## config.mk

```make
export PLATFORM = sky130hd
export DESIGN_NAME = pulse_measure
export DESIGN_NICKNAME = d
export VERILOG_FILES = /design/src/rtl/pulse_pkg.sv /design/src/rtl/pulse_sync.sv /design/src/rtl/pulse_measure.sv
export SDC_FILE = /design/constraint.sdc
export NUM_CORES = 1
export LEC_CHECK = 0
export ABC_AREA = 1
export BUFFER_PORTS_ARGS = -buffer_cell sky130_fd_sc_hd__buf_2
export CAP_MARGIN = 20
export CORE_UTILIZATION = 40
export DETAILED_ROUTE_END_ITERATION = 6
export PLACE_DENSITY_LB_ADDON = 0.15
export SKIP_LAST_GASP = 1
export SLEW_MARGIN = 20
export SYNTH_ARGS = -nofsm -noshare
export SYNTH_HDL_FRONTEND = slang
export SYNTH_SLANG_ARGS = --single-unit
```

## constraint.sdc

```tcl
create_clock -name clk -period 15.8 [get_ports clk]
set_input_delay 2.37 -clock clk [delete_from_list [all_inputs] [get_ports clk]]
set_output_delay 2.37 -clock clk [all_outputs]
set_load 0.03 [all_outputs]
```

## src/rtl/pulse_pkg.sv

```systemverilog
// Definitions shared by the pulse generator and the pulse measurement receiver.
// Both blocks use an asynchronous active-high reset, whatever the board-level polarity.
package pulse_pkg;

  localparam logic ST_IDLE = 1'b0;
  localparam logic ST_MEAS = 1'b1;

  typedef enum logic {
    IDLE = ST_IDLE,
    MEAS = ST_MEAS
  } state_t;

endpackage

```

## src/rtl/pulse_sync.sv

```systemverilog
// Multi-flop synchroniser for an asynchronous line, plus a flag that rises once
// every stage holds a sample taken after reset.
module pulse_sync
  import pulse_pkg::*;
#(
  parameter int SYNC_STAGES = 2
) (
  input  logic clk,
  input  logic rst,
  input  logic d,
  output logic q,
  output logic primed
);

  logic [SYNC_STAGES-1:0] sync_p0;
  logic [SYNC_STAGES-1:0] fill_p0;

  always_ff @(posedge clk or posedge rst) begin
    if (rst) begin
      sync_p0 <= '0;
      fill_p0 <= '0;
    end else begin
      sync_p0 <= {sync_p0[SYNC_STAGES-2:0], d};
      fill_p0 <= {fill_p0[SYNC_STAGES-2:0], 1'b1};
    end
  end

  assign q      = sync_p0[SYNC_STAGES-1];
  assign primed = fill_p0[SYNC_STAGES-1];

endmodule

```

## src/rtl/pulse_measure.sv

```systemverilog
// Measures period and high-width of a synchronised pulse train, compares them
// with expected values and declares lock after LOCK_COUNT consecutive matches.
module pulse_measure
  import pulse_pkg::*;
#(
  parameter int CNT_WIDTH   = 32,
  parameter int SYNC_STAGES = 2,
  parameter int EXP_FREQ    = 10,
  parameter int EXP_WIDTH   = 1,
  parameter int LOCK_COUNT  = 4
) (
  input  logic                 clk,
  input  logic                 rst,
  input  logic                 en,
  input  logic                 pulse_in,
  output logic [CNT_WIDTH-1:0] period,
  output logic [CNT_WIDTH-1:0] width,
  output logic                 meas_valid,
  output logic                 locked,
  output logic                 err,
  output logic                 timeout
);

  localparam int MC_W = $clog2(LOCK_COUNT + 1);
  localparam logic [CNT_WIDTH-1:0] CNT_ONE = CNT_WIDTH'(1);
  localparam logic [CNT_WIDTH-1:0] EXP_F   = CNT_WIDTH'(EXP_FREQ);
  localparam logic [CNT_WIDTH-1:0] EXP_W   = CNT_WIDTH'(EXP_WIDTH);
  localparam logic [MC_W-1:0]      LOCK_N  = MC_W'(LOCK_COUNT);
  // A pulse at least as wide as its period cannot exist, so such settings never match.
  localparam bit CAN_MATCH = (EXP_WIDTH < EXP_FREQ);

  function automatic logic [CNT_WIDTH-1:0] sat_inc(input logic [CNT_WIDTH-1:0] v);
    return (&v) ? v : v + CNT_ONE;
  endfunction

  function automatic logic [MC_W-1:0] sat_lock(input logic [MC_W-1:0] v);
    return (v >= LOCK_N) ? LOCK_N : v + MC_W'(1);
  endfunction

  logic s, s_d, primed, rise, fall, match;
  state_t state, state_nx;
  logic [CNT_WIDTH-1:0] per_cnt, per_cnt_nx, wid_cnt, wid_cnt_nx, wid_hold, wid_hold_nx;
  logic [CNT_WIDTH-1:0] period_nx, width_nx;
  logic [MC_W-1:0] match_cnt, match_cnt_nx;
  logic locked_nx, meas_valid_nx, err_nx, timeout_nx;

  pulse_sync #(.SYNC_STAGES(SYNC_STAGES)) u_sync (
    .clk    (clk),
    .rst    (rst),
    .d      (pulse_in),
    .q      (s),
    .primed (primed)
  );

  // s_d stays high until the synchroniser holds real samples, so a line that is
  // already high when reset releases is never taken as a rising edge.
  assign rise = s & ~s_d;
  assign fall = ~s & s_d;

  always_comb begin
    state_nx      = state;
    per_cnt_nx    = per_cnt;
    wid_cnt_nx    = wid_cnt;
    wid_hold_nx   = wid_hold;
    match_cnt_nx  = match_cnt;
    locked_nx     = locked;
    period_nx     = period;
    width_nx      = width;
    meas_valid_nx = 1'b0;
    err_nx        = 1'b0;
    timeout_nx    = 1'b0;
    match         = CAN_MATCH && (per_cnt == EXP_F) && (wid_hold == EXP_W);
    if (!en) begin
      state_nx     = IDLE;
      per_cnt_nx   = '0;
      wid_cnt_nx   = '0;
      wid_hold_nx  = '0;
      match_cnt_nx = '0;
      locked_nx    = 1'b0;
    end else begin
      case (state)
        IDLE: begin
          if (rise) begin
            per_cnt_nx  = CNT_ONE;
            wid_cnt_nx  = CNT_ONE;
            wid_hold_nx = '0;
            state_nx    = MEAS;
          end
        end
        MEAS: begin
          per_cnt_nx = sat_inc(per_cnt);
          if (s)    wid_cnt_nx  = sat_inc(wid_cnt);
          if (fall) wid_hold_nx = wid_cnt;
          // A rise in the same cycle as saturation still completes a normal measurement.
          if (rise) begin
            period_nx     = per_cnt;
            width_nx      = wid_hold;
            meas_valid_nx = 1'b1;
            per_cnt_nx    = CNT_ONE;
            wid_cnt_nx    = CNT_ONE;
            if (match) begin
              match_cnt_nx = sat_lock(match_cnt);
              locked_nx    = (match_cnt_nx == LOCK_N);
            end else begin
              match_cnt_nx = '0;
              locked_nx    = 1'b0;
              err_nx       = 1'b1;
            end
          end else if (&per_cnt) begin
            timeout_nx   = 1'b1;
            locked_nx    = 1'b0;
            match_cnt_nx = '0;
            state_nx     = IDLE;
          end
        end
        default: state_nx = IDLE;
      endcase
    end
  end

  always_ff @(posedge clk or posedge rst) begin
    if (rst) begin
      s_d        <= 1'b1;
      state      <= IDLE;
      per_cnt    <= '0;
      wid_cnt    <= '0;
      wid_hold   <= '0;
      match_cnt  <= '0;
      period     <= '0;
      width      <= '0;
      meas_valid <= 1'b0;
      locked     <= 1'b0;
      err        <= 1'b0;
      timeout    <= 1'b0;
    end else begin
      s_d        <= primed ? s : 1'b1;
      state      <= state_nx;
      per_cnt    <= per_cnt_nx;
      wid_cnt    <= wid_cnt_nx;
      wid_hold   <= wid_hold_nx;
      match_cnt  <= match_cnt_nx;
      period     <= period_nx;
      width      <= width_nx;
      meas_valid <= meas_valid_nx;
      locked     <= locked_nx;
      err        <= err_nx;
      timeout    <= timeout_nx;
    end
  end

endmodule

```

# After elaboration in Yosys (flattened, before gate mapping)
# Index checks and enable logic that the tools add are counted.
# word_totals
ramBits,0
latchBits,0
output_inout_bits,68
romBits,0
ff_bits,173
mem_count,0
# classes
multipliers,0
shift,0
n_eq_ne,10
div_mod_pow,0
n_bitwise,5
n_reduce_logical,8
magnitude_cmp,1
n_mux,41
addsub,3
# op_table
operator,n
$mux W32,11
$pmux W32 S2,3
$add A32 B1 Y32 const B,2
$reduce_and A32 Y1,2
$eq A32 B1 Y1 const B,1
$eq A32 B4 Y1 const B,1
$mux W1,20
$mux W3,6
$ne A4 B4 Y1 const B,2
$ne A3 B3 Y1 const B,2
$reduce_and A2 Y1,3
$reduce_and A3 Y1,2
$ne A4 B3 Y1 const B,1
$add A3 B1 Y3 const B,1
$eq A3 B3 Y1 const B,1
$ge A3 B3 Y1 const B,1
$ne A3 B1 Y1 const B,1
$not A1 Y1,3
$and A1 B1 Y1,2
$ne A2 B1 Y1 const B,1
$pmux W1 S2,1
$logic_and A1 B1 Y1,1

# Logic depth before layout (Yosys ltp)
# logic_depth
word_depth,7
ltp_mapped,13

# Cells and area by module
# A second synthesis with hierarchy kept.
# hier_totals
cells_unflattened,1169
hier_area_um2,8884.8
# by_module_without_submodules
mod,n_inst,area_each_um2,cells_per_inst
pulse_measure,1,8777.2,1163
pulse_sync,1,107.6,6

# Least setup slack after synthesis
# Ideal clock, no wire load.
# synth_path
path_kind,input-to-reg
startpoint,input port en
endpoint,register period[0]
cell_stages,10
t_arrival_ns,3.433
setup_slack_ns,12.237
cell_sequence,buf_2 > inv_2 > nor2_2 > inv_2 > nor2_4 > inv_2 > buf_2 > buf_2 > nand2_1 > o21ai_1
# synth_between
elab_chain_len,1
# synth_rtl
item,line,source
from (decl),pulse_measure.sv:14,"input logic en,"
$reduce_and A3 Y1 (no source line),-,
to (signal assigned),pulse_measure.sv:142,period <= period_nx;
to (decl),pulse_measure.sv:16,"output logic [CNT_WIDTH-1:0] period,"
# No other way between the ends.
# A chain may end at the register's enable or synchronous reset.

# Worst setup path after layout
# layout_path
startpoint,input port en
endpoint,register wid_cnt[18]
# layout_between
elab_chain_len,2
word_cells_on_any_way,5
# layout_rtl
item,line,source
"$ne A4 B3 Y1 (no source line), or another cell as far along",-,
$reduce_and A3 Y1 (no source line),-,
to (signal assigned),pulse_measure.sv:139,wid_cnt <= wid_cnt_nx;
to (decl),pulse_measure.sv:42,"logic [CNT_WIDTH-1:0] per_cnt, per_cnt_nx, wid_cnt, wid_cnt_nx, wid_hold, wid_hold_nx;"
# Parallel ways exist; a longest one is shown, timed or not.

==> flow_metrics.env <==
export IMPL_status="finished, final reports clean"
export IMPL_rsz0062_at_grt="false"
export IMPL_yosysWarnings=0
export IMPL_die_w_um=148
export IMPL_setup_violations=0
export IMPL_cp_start_kind="input port"
export IMPL_core_sq_um=21000
export IMPL_antenna_found_initial=0
export IMPL_drive_above_1_share_pct=11.9
export IMPL_die_h_um=148
export IMPL_ctsHoldBuffers=0
export IMPL_synth_simple_area_share_pct=29.1
export IMPL_synthXorXnorAreaFrac_pct=0.919
export IMPL_endpoint_kind="register"
export IMPL_fillCellCount=2152
export IMPL_p_leak_uw=0.00438
export IMPL_first_global_vias=6899
export IMPL_fin_area_sq_um=9760
export IMPL_ant_nets=0
export IMPL_hold_viol=0
export IMPL_final_common_cell="nand2_1"
export IMPL_drt_iter0_markers=575
export IMPL_fin_skew_ps=10.7
export IMPL_cts_setup_buffers=0
export IMPL_htreeDepth=4
export IMPL_wl_um=22200
export IMPL_muxShareOfSynthArea_pct=0
export IMPL_ys_types=35
export IMPL_dieArea_sq_um=22000
export IMPL_grt_first_pass_wirelength_um=36800
export IMPL_worstPathMaxFanout=36
export IMPL_post_cts_resized=0
export IMPL_synthesis_area_sq_um=8580
export IMPL_seqPwrFrac_pct=47.0
export IMPL_final_nets=1188
export IMPL_drc=0
export IMPL_hold_path_class="reg -> reg"
export IMPL_worst_setup_path_type="in -> reg"
export IMPL_finalCriticalPeriod_ps=4030
export IMPL_cts_sinks=173
export IMPL_ys_seq_area_share_pct=50.5
export IMPL_cts_buffers=17
export IMPL_synth_compound_area_share_pct=10.2
export IMPL_p_sw_uw=299
export IMPL_gp_congestion=0.887
export IMPL_syn_num_nets=1127
export IMPL_place_area_sq_um=9160
export IMPL_n_antenna_cell=0
export IMPL_grt_max_degree=122
export IMPL_grt_usage_pct=21.5
export IMPL_path_clk_slew_ps=70
export IMPL_clockPowerShare_pct=41.0
export IMPL_area_growth_pct=13.8
export IMPL_synth_top_family_by_area="simple AND/OR/NAND/NOR gates"
export IMPL_crit_arrival_ps=4390
export IMPL_critPathRequiredTime_ps=16160
export IMPL_relSlewSlack_pct=43.2
export IMPL_cts_root_buf="clkbuf_16"
export IMPL_layout_area_seq_sq_um=4330
export IMPL_wl_per_cell_um=15.1
export IMPL_io_pins=72
export IMPL_switching_share_pct=29.3
export IMPL_grt_overflow=0
export IMPL_fmax_ghz=0.248
export IMPL_vias_per_cell=5.02
export IMPL_min_period_over_period_pct=25.5
export IMPL_synthCells=1118
export IMPL_num_rows=53
export IMPL_worst_slew_pin_transition_ps=852
export IMPL_initial_core_util_pct=40.8
export IMPL_clock_path_buffers=2
export IMPL_finalMaxSlewViolations=0
export IMPL_syn_avg_cell_area_sq_um=7.68
export IMPL_power_uw=1020
export IMPL_tns_ps=0
export IMPL_p_per_area_nw_per_um2=104
export IMPL_clkLatencyLatePin_ps=430
export IMPL_hold_slack_ps=352
export IMPL_drv_cap=0
export IMPL_multiInputGateArea_sq_um=3520
export IMPL_cts_tree="yes"
export IMPL_port_buffer_count=71
export IMPL_combPwrFrac_pct=12.0
export IMPL_firstDrtPassIters=5
export IMPL_ys_seq_elements=173
export IMPL_ir_drop_mv=0.0664
export IMPL_vias=7366
export IMPL_layout_cells_most_common_list="nand2_1 (271), dfrtp_1 (172), nor2_1 (161)"
export IMPL_synth_fa_ha_area_share_pct=0.729
export IMPL_internal_power_uw=720
export IMPL_hpwl_um=15500
metal layers:
layer / wire length (um) / track usage [%] / up-vias
li1: - / - / 3704
met4: 221 / 5.67 / 0
met1: 11400 / 31.8 / 3485
met3: 951 / 3.59 / 13
met5: 0 / 0 / -
met2: 9670 / 32.3 / 164
worst max-delay path, cell delays in order:
cell and delay, ps:
buf_2 470, inv_2 190, nor2_2 210, buf_4 440
nand2_4 320, inv_1 220, nor2_1 60, nor2_1 90
power by group through the flow:
stage	combinational [uW]	clock (uW)	sequential (uW)
after floorplan	43.0	0	531
after global placement	121	0	489
after detailed placement	124	0	487
after CTS	124	430	479
after global routing	135	447	482
final	122	418	479
per-stage QoR:
stage          worst slack, ps  cells  utilization (%)
2_1_floorplan             8740   1118                -
3_3_place_gp             11330   1434             43.6
5_1_grt                  11620   1467             46.4
4_1_cts                  11700   1466             46.3
6_report                 11770   1467             46.4
3_5_place_dp             11250   1434             43.6
registers in the layout (all words and copies together), names as in the netlist:
name / flops
per_cnt: 32
u_sync.fill_p0: 2
meas_valid: 1
match_cnt: 3
width: 32
s_d: 1
period: 32
timeout: 1
state: 1
err: 1
u_sync.sync_p0: 2
wid_cnt: 32
locked: 1
wid_hold: 32
logic make-up after synthesis:
| group | Yosys count |
|---|---|
| other | 1 |
| XOR/XNOR | 9 |
| flip-flops | 173 |
| buffers and inverters | 184 |
| AO/OA/AOI/OAI | 164 |
| AND/OR/NAND/NOR | 582 |
| adder cells (fa/ha/maj) | 5 |
cell usage after synthesis:
cell type | instances | area share [%]
a21oi_1 | 24 | 1.4
a21oi_2 | 1 | 0.10
and2_1 | 1 | 0.073
and3_1 | 1 | 0.073
buf_1 | 4 | 0.17
buf_2 | 11 | 0.64
buf_4 | 2 | 0.17
buf_6 | 3 | 0.39
clkbuf_1 | 16 | 0.70
clkinv_1 | 1 | 0.044
conb_1 | 1 | 0.044
dfrtp_1 | 172 | 50
dfstp_2 | 1 | 0.31
ha_1 | 5 | 0.73
inv_1 | 140 | 6.1
inv_2 | 7 | 0.31
nand2_1 | 271 | 12
nand2_2 | 5 | 0.36
nand2_4 | 3 | 0.39
nand3_1 | 86 | 5.0
nand3_2 | 1 | 0.12
nand3_4 | 1 | 0.20
nand4_1 | 26 | 1.9
nor2_1 | 161 | 7.0
nor2_2 | 5 | 0.36
nor2_4 | 6 | 0.79
nor3_1 | 12 | 0.70
nor3b_1 | 1 | 0.088
nor4_1 | 2 | 0.15
o211ai_1 | 1 | 0.088
o21ai_0 | 50 | 2.9
o21ai_1 | 52 | 3.0
o22ai_1 | 35 | 2.6
o31ai_1 | 1 | 0.088
xor2_1 | 9 | 0.92
path summary, 6_finish.rpt:
kind,start,end,slack (ps),depth (start not counted)
max,en,wid_cnt[18],11770,8
min,u_sync.fill_p0[0],u_sync.fill_p0[1],350,0
max reg2reg,state,width[11],12840,6
min reg2reg,u_sync.fill_p0[0],u_sync.fill_p0[1],350,0
max in group asynchronous,rst,wid_cnt[1],12260,4
min in group asynchronous,rst,width[8],1940,2
area by class of cell:
class | count | share of cell area [%]
multi-input combinational | 761 | 36.1
clock buffer | 17 | 4.36
tap | 275 | 3.52
timing repair buffer | 78 | 4.42
sequential | 173 | 44.3
clock inverter | 15 | 1.54
inverter | 148 | 5.75
Note: power is estimated with default switching activity, not from simulation.
